<file path="src/rtl/screen_sequencer.sv">
// Game-phase sequencer (START -> PLAY -> OVER) with frame-aligned switching and renderer pixel mux.
// pix_data lags the rgb inputs by 1 cycle; key edges reach the FSM 3 cycles after key_any rises; no backpressure.
module screen_sequencer #(
  parameter int HOLD_FRAMES = 120,
  parameter int CNT_W       = 8
) (
  input  logic        vga_clk,
  input  logic        sys_rst_n,
  input  logic        key_any,
  input  logic        frame_tick,
  input  logic        game_over,
  input  logic [15:0] start_rgb,
  input  logic [15:0] play_rgb,
  input  logic [15:0] end_rgb,
  output logic [15:0] pix_data,
  output logic        game_rst_n,
  output logic        score_latch,
  output logic [1:0]  phase
);
  typedef enum logic [1:0] {
    PH_START = 2'd0,
    PH_PLAY  = 2'd1,
    PH_OVER  = 2'd2,
    PH_BAD   = 2'd3
  } phase_t;

  phase_t           phase_q, phase_d;
  logic [CNT_W-1:0] hold_q, hold_d;
  logic             pending_q, pending_d;
  logic             key_s1_q, key_s2_q, key_s3_q, key_rise_q;
  logic [15:0]      pix_q, pix_d;
  logic             grn_q, grn_d;
  logic             latch_q, latch_d;
  logic             event_w;
  logic             advance_w;

  assign advance_w = frame_tick & pending_q;

  // Two flops tame the asynchronous key level; the third gives the previous value for edge detection.
  always_ff @(posedge vga_clk or negedge sys_rst_n) begin
    if (!sys_rst_n) begin
      key_s1_q   <= 1'b0;
      key_s2_q   <= 1'b0;
      key_s3_q   <= 1'b0;
      key_rise_q <= 1'b0;
    end else begin
      key_s1_q   <= key_any;
      key_s2_q   <= key_s1_q;
      key_s3_q   <= key_s2_q;
      key_rise_q <= key_s2_q & ~key_s3_q;
    end
  end

  always_ff @(posedge vga_clk or negedge sys_rst_n) begin
    if (!sys_rst_n) begin
      phase_q   <= PH_START;
      hold_q    <= '0;
      pending_q <= 1'b0;
      pix_q     <= '0;
      grn_q     <= 1'b0;
      latch_q   <= 1'b0;
    end else begin
      phase_q   <= phase_d;
      hold_q    <= hold_d;
      pending_q <= pending_d;
      pix_q     <= pix_d;
      grn_q     <= grn_d;
      latch_q   <= latch_d;
    end
  end

  always_comb begin
    phase_d = phase_q;
    hold_d  = hold_q;
    event_w = 1'b0;
    case (phase_q)
      PH_START: begin
        event_w = key_rise_q;
        if (advance_w) phase_d = PH_PLAY;
      end
      PH_PLAY: begin
        event_w = game_over;
        if (advance_w) begin
          phase_d = PH_OVER;
          hold_d  = CNT_W'(HOLD_FRAMES);
        end
      end
      PH_OVER: begin
        event_w = key_rise_q & (hold_q == '0);
        if (frame_tick && (hold_q != '0)) hold_d = hold_q - 1'b1;
        if (advance_w) phase_d = PH_START;
      end
      default: phase_d = PH_START;
    endcase

    // An event seen on the switching tick belongs to the old phase, so it must not leak into the new one.
    if (advance_w || (phase_q == PH_BAD)) pending_d = 1'b0;
    else if (frame_tick)                  pending_d = event_w;
    else                                  pending_d = pending_q | event_w;
  end

  always_comb begin
    pix_d   = '0;
    grn_d   = (phase_q == PH_PLAY);
    latch_d = (phase_q == PH_PLAY) && advance_w;
    case (phase_q)
      PH_START: pix_d = start_rgb;
      PH_PLAY:  pix_d = play_rgb;
      PH_OVER:  pix_d = end_rgb;
      default:  pix_d = '0;
    endcase
  end

  assign pix_data    = pix_q;
  assign game_rst_n  = grn_q;
  assign score_latch = latch_q;
  assign phase       = phase_q;

endmodule

</file>
<file path="config.mk">
export PLATFORM = sky130hd
export DESIGN_NAME = screen_sequencer
export DESIGN_NICKNAME = d
export VERILOG_FILES = /design/src/rtl/screen_sequencer.sv
export SDC_FILE = /design/constraint.sdc
export NUM_CORES = 1
export LEC_CHECK = 0
export BUFFER_PORTS_ARGS = -buffer_cell sky130_fd_sc_hd__buf_2
export CAP_MARGIN = 20
export CORE_MARGIN = 5
export CORE_UTILIZATION = 45
export CTS_BUF_LIST = sky130_fd_sc_hd__clkbuf_16
export DETAILED_ROUTE_END_ITERATION = 16
export GPL_ROUTABILITY_DRIVEN = 0
export PLACE_DENSITY = 0.84
export SYNTH_ARGS = -nofsm -noshare
export SYNTH_HDL_FRONTEND = slang
export SYNTH_SLANG_ARGS = --single-unit
</file>
<file path="constraint.sdc">
create_clock -name vga_clk -period 2.3 [get_ports vga_clk]
set_clock_uncertainty 0.1 [all_clocks]
set_input_delay 0.115 -clock vga_clk [delete_from_list [all_inputs] [get_ports vga_clk]]
set_output_delay 0.115 -clock vga_clk [all_outputs]
set_load 0.03 [all_outputs]
</file>
# --- Word level (Yosys, flattened, before mapping) ---
# Index checks and enable logic that the tools add are counted.
totals:
  memories: 0
  mem_bits_ro: 0
  input_bits: 53
  latch_bits: 0
  regBits: 33
  wordCells: 43
  ramBits: 0
  output_inout_bits: 20
classes:
  shifts: 0
  n_mul: 0
  add_sub_neg: 1
  magnitude_cmp: 0
  mux: 11
  div_mod_pow: 0
  n_eq_ne: 7
  n_bitwise: 5
  n_reduce_logical: 9
op_table:
  columns: ["op", "count"]
  rows:
  - ["16-bit one-hot mux with 3 select lines", 1]
  - ["8-bit two-way mux", 2]
  - ["8-bit one-hot mux with 2 select lines", 1]
  - ["8-bit zero test", 1]
  - ["8-bit nonzero test", 1]
  - ["8-bit by 1-bit subtractor with 8-bit output, second input constant", 1]
  - ["2-bit two-way mux", 3]
  - ["2-bit != test, second input constant", 3]
  - ["2-bit one-hot mux with 3 select lines", 1]
  - ["3-bit AND reduction", 2]
  - ["2-bit equality test, second input constant", 2]
  - ["1-bit AND", 3]
  - ["1-bit one-hot mux with 3 select lines", 1]
  - ["2-bit by 1-bit equality test with 1-bit output, second input constant", 1]
  - ["1-bit logical AND", 2]
  - ["2-bit zero test", 1]
  - ["1-bit two-way mux", 2]
  - ["2-bit by 1-bit != test with 1-bit output, second input constant", 1]
  - ["2-bit nonzero test", 1]
  - ["1-bit logical OR", 1]
  - ["1-bit NOT", 1]
  - ["1-bit bitwise OR", 1]

# --- Longest topological paths before layout ---
depth:
  word_depth: 6
  mapped_depth: 6

# --- Least setup slack after synthesis ---
# OpenSTA, ideal clock, no wires.
synth_timing:
  kind: "flip-flop to flip-flop"
  start: "register phase_q[1], in the netlist phase[1]"
  end: "register hold_q[6]"
  n_path_buf: 2
  synth_period_minus_slack_ps: 1895
  slack_ps: 405
  setup_time_ps: 79
  arrival_ps: 1715
  stages_incl_launch_ff: 7
  path_cell_list: "dfrtp_1 buf_2 nor2b_1 clkbuf_1 nand4_1 nor3_1 mux2i_1"
synth_between:
  elab_chain_len: 3
  word_cells_on_any_way: 7
  classes_between: "4 x eq/ne; 1 x mux; 2 x reduce/logical"
synth_rtl:
  columns: ["element", "line", "rtl"]
  rows:
  - ["from (decl)", "27", "phase_t phase_q, phase_d;"]
  - ["from (signal assigned)", "63", "phase_q <= phase_d;"]
  - ["2-bit equality test or 2-bit by 1-bit equality test with 1-bit output (tied branches)", "76", "case (phase_q)"]
  - ["2-bit != test (no source line) (tied with other cells)", null, null]
  - ["3-bit AND reduction (no source line)", null, null]
  - ["to (signal assigned)", "64", "hold_q <= hold_d;"]
  - ["to (decl)", "28", "logic [CNT_W-1:0] hold_q, hold_d;"]
# Parallel ways exist; a longest one is shown, timed or not.
# A chain may end at the register's enable or synchronous reset.

# --- Worst setup path in the final report ---
layout_timing:
  start: "register hold_q[4]"
  end: "register hold_q[7]"
layout_between:
  elab_chain_len: 4
  word_cells_on_any_way: 7
  classes_between: "1 x add/sub; 1 x eq/ne; 2 x mux; 3 x reduce/logical"
layout_rtl:
  columns: ["element"]
  rows:
  - ["parallel branches: the longest is 4 deep, another holds 8-bit by 1-bit subtractor with 8-bit output"]
# Several ways; the timed one is not identified. The select of a mux whose other input is x is not followed.

==> metrics.md <==
| Metric | Value |
|---|---|
| Cells after Synth | 138 |
| Core Region | 3280 sq um |
| Filler Cell Count | 263 |
| Placed cell count | 254 |
| Die area | 4580 sq um |
| Max-cap violations | 0 |
| DR top layer | met4 |
| CTS root buf | clkbuf_16 |
| Clock latency on the worst-skew pair | 270 ps |
| Final TNS setup | 0 ps |
| Fmax | 515 MHz |
| Clock sinks | 33 |
| GR Util All Layers | 0.189 |
| Setup repair after global routing missed its margin | no |
| Clock-pin slew on the worst setup and hold paths | 50 ps |
| Register area share after synthesis | 0.552 |
| Crit path capture type | flip-flop |
| Synth warn | 0 |
| WS Path Type | flip-flop to flip-flop |
| Bufs and invs on worst path | 0 |
| Overall die height | 67.6 um |
| Final Max Tran Viols | 0 |
| Yosys cell types | 29 |
| Reg2reg setup slack | 360 ps |
| Routed Wire Length | 3.87 mm |
| Post-DRT Antenna Nets | 0 |
| PnR worst setup slack | 360 ps |
| Post-synth net total | 193 |
| Initial antenna violation count | 0 |
| Place WS | 384 ps |
| Diode count | 0 |
| Layout cell share with drive strength beyond 1 | 0.373 |
| Area growth, synth to finish | 49.1% |
| Final setup fails | 0 |
| DR DRC count | 0 |
| CP Launch Type | flip-flop |
| Clock Path Buffers | 2 |
| Status | finished, final reports clean |
| Family with the most delay on the worst path | simple AND/OR/NAND/NOR gates |
| Avg Inst Size Synth | 10.8 sq um |
| Largest net degree at the start of global routing | 34 |
| Wirelength per Cell | 13.9 um |
| Post-cts resize count | 0 |
| Hold-fix buffer count after cts | 18 |
| Drt first pass iters | 4 |
| Routed wl met2 | 1.94 mm |
| Critical path data required time | 2410 ps |
| # IOs | 73 |
| Top cell type's share of synthesized area | 0.552 |
| Nets | 288 |
| Vias | 1,357 |
| Lkg Pwr | 1.09 nW |
| TritonCTS clock tree | yes |
| Top cells by area, synth | dfrtp_1, mux2i_1, nand2_1, o21ai_0, ha_1 |
| Worst-path cell chain | or4_4, or4b_4, nor4_2, a31o_1 |
| Final Hold Vio Count | 0 |
| Worst vdd rail ir drop | 0.000535 V |
| Max transition margin | 0.537 |
| M1 WL | 1.49 mm |
| Vias in the first global route | 1,381 |
| Detailed placement HPWL | 2.63 mm |
| First-pass GRT wire length | 6.18 mm |
| Vias per inst | 4.86 |
| Hold depth | 3 |
| Critical path depth | 4 |
| Synth area leader | dfrtp_1 |
| CTS buffer count | 5 |
| Initial core utilization | 0.455 |
| Slowest cell on crit path | or4_4 |
| Final period utilization | 0.844 |
| Buffer count from post-CTS setup fixing | 0 |
| Period minus WS final | 1940 ps |
| Row Count | 21 |
| First DRT Iteration DRCs | 71 |
| Max stage delay on crit path | 540 ps |
| Grt ovf | 0 |
| Synth Cell Area | 1500 sq um |
| Finished Layout Cells | 279 |
| WP data arrival | 2050 ps |
| Die width | 67.6 um |
| Pwr dens | 1240 nW/um^2 |
| Worst-path fanout max | 5 |
| Hold WS | 27.1 ps |
| Port Buffer Count | 72 |
| R2R cell count | 4 |
| Met3 routed WL | 377 um |
| Class of the worst hold path | input pin to flip-flop |
| Worst slew pin tran | 694 ps |
| CTS HTree Levels | 2 |
| Post-synthesis register bit count | 33 |
[metrics by stage]
step	util	power, W	area [sq um]
global route	0.679	0.00295	2230
finish	0.679	0.00276	2230
detailed placement	0.584	0.00215	1920
floorplan	-	0.00178	1500
CTS	0.679	0.00279	2230
global placement	0.584	0.00211	1920
[layout make-up]
class                   instances  area [sq um]  area share
clock buffers                   5           125      0.0561
repair buffers                 94           571       0.256
clock inverters                 2          7.51     0.00337
well taps                      46          57.6      0.0258
multi-input cells              94           624       0.280
inverters                       5          18.8     0.00842
flip-flops and latches         33           826       0.370
[final timing paths]
| path | start | end |
|---|---|---|
| max | hold_q[4] | hold_q[7] |
| min | start_rgb[5] | pix_data[5] |
| max reg2reg | hold_q[4] | hold_q[7] |
| min reg2reg | key_s1_q | key_s2_q |
| max in group asynchronous | sys_rst_n | pix_data[14] |
| min in group asynchronous | sys_rst_n | hold_q[6] |
[logic make-up (layout without fill, tap and decap cells)]
logic type	Yosys count	count (layout)	synth area share
fa+ha+maj	2	2	0.0167
xor+xnor	1	1	0.00586
buf+inv	11	106	0.0301
compound gates	26	26	0.105
mux	20	20	0.134
simple gates	45	45	0.156
flops	33	33	0.552
[power by group]
group          internal [W]  total (W)  switching [W]  leakage [nW]
Combinational      0.000432    0.00123       0.000793         0.628
Sequential         0.000812   0.000931       0.000119         0.394
Clock              0.000385   0.000599       0.000214        0.0685
[metal layers]
| layer | track usage | vias up |
|---|---|---|
| li1 | - | 670 |
| met1 | 0.192 | 610 |
| met2 | 0.341 | 71 |
| met3 | 0.0749 | 6 |
| met4 | 0.0759 | 0 |
| met5 | 0 | - |
[layout by cell type, fill, tap and decap left out]
cell type,count
or4_4,1
dlygate4sd3_1,18
xor2_1,1
nor4_2,1
clkbuf_16,5
mux2i_1,20
a211o_2,1
o211ai_1,1
o21ai_0,17
nand2b_1,1
nand4_1,1
a31o_1,1
o31ai_1,2
buf_4,4
nand2_1,23
a21oi_1,2
o311a_2,1
and2b_2,1
nand3_1,3
nor3_1,3
ha_1,2
clkinv_1,1
or4_1,1
nand4bb_1,1
nand3b_1,1
inv_1,6
buf_2,72
nor2b_1,2
dfrtp_1,33
or4b_4,1
nor2_1,5
o311a_1,1
[worst register-to-register path, delay by kind of cell, from the launching register on]
kind	cells	cell delay (ps)
AOI/OAI and AO/OA	1	130
DFF	1	420
and+or+nand+nor	3	1230
[cell usage after synthesis]
master	n
buf_2	3
o311a_1	1
and2b_2	1
o211ai_1	1
or4b_4	1
xor2_1	1
or4_1	1
a31o_1	1
o31ai_1	2
a211o_2	1
o21ai_0	17
nand3b_1	1
nor4_2	1
clkbuf_1	3
nand4_1	1
nand3_1	3
or4_4	1
nor2_1	5
nor2b_1	2
dfrtp_1	33
inv_1	5
ha_1	2
a21oi_1	2
o311a_2	1
nand2_1	23
nand4bb_1	1
mux2i_1	20
nand2b_1	1
nor3_1	3
[sequential cells by signal, indices dropped and copies added (netlist names)]
| register | cells |
|---|---|
| pix_data | 16 |
| key_s1_q | 1 |
| score_latch | 1 |
| game_rst_n | 1 |
| key_rise_q | 1 |
| pending_q | 1 |
| key_s2_q | 1 |
| phase | 2 |
| hold_q | 8 |
| key_s3_q | 1 |
(Power assumes the default switching activity.)
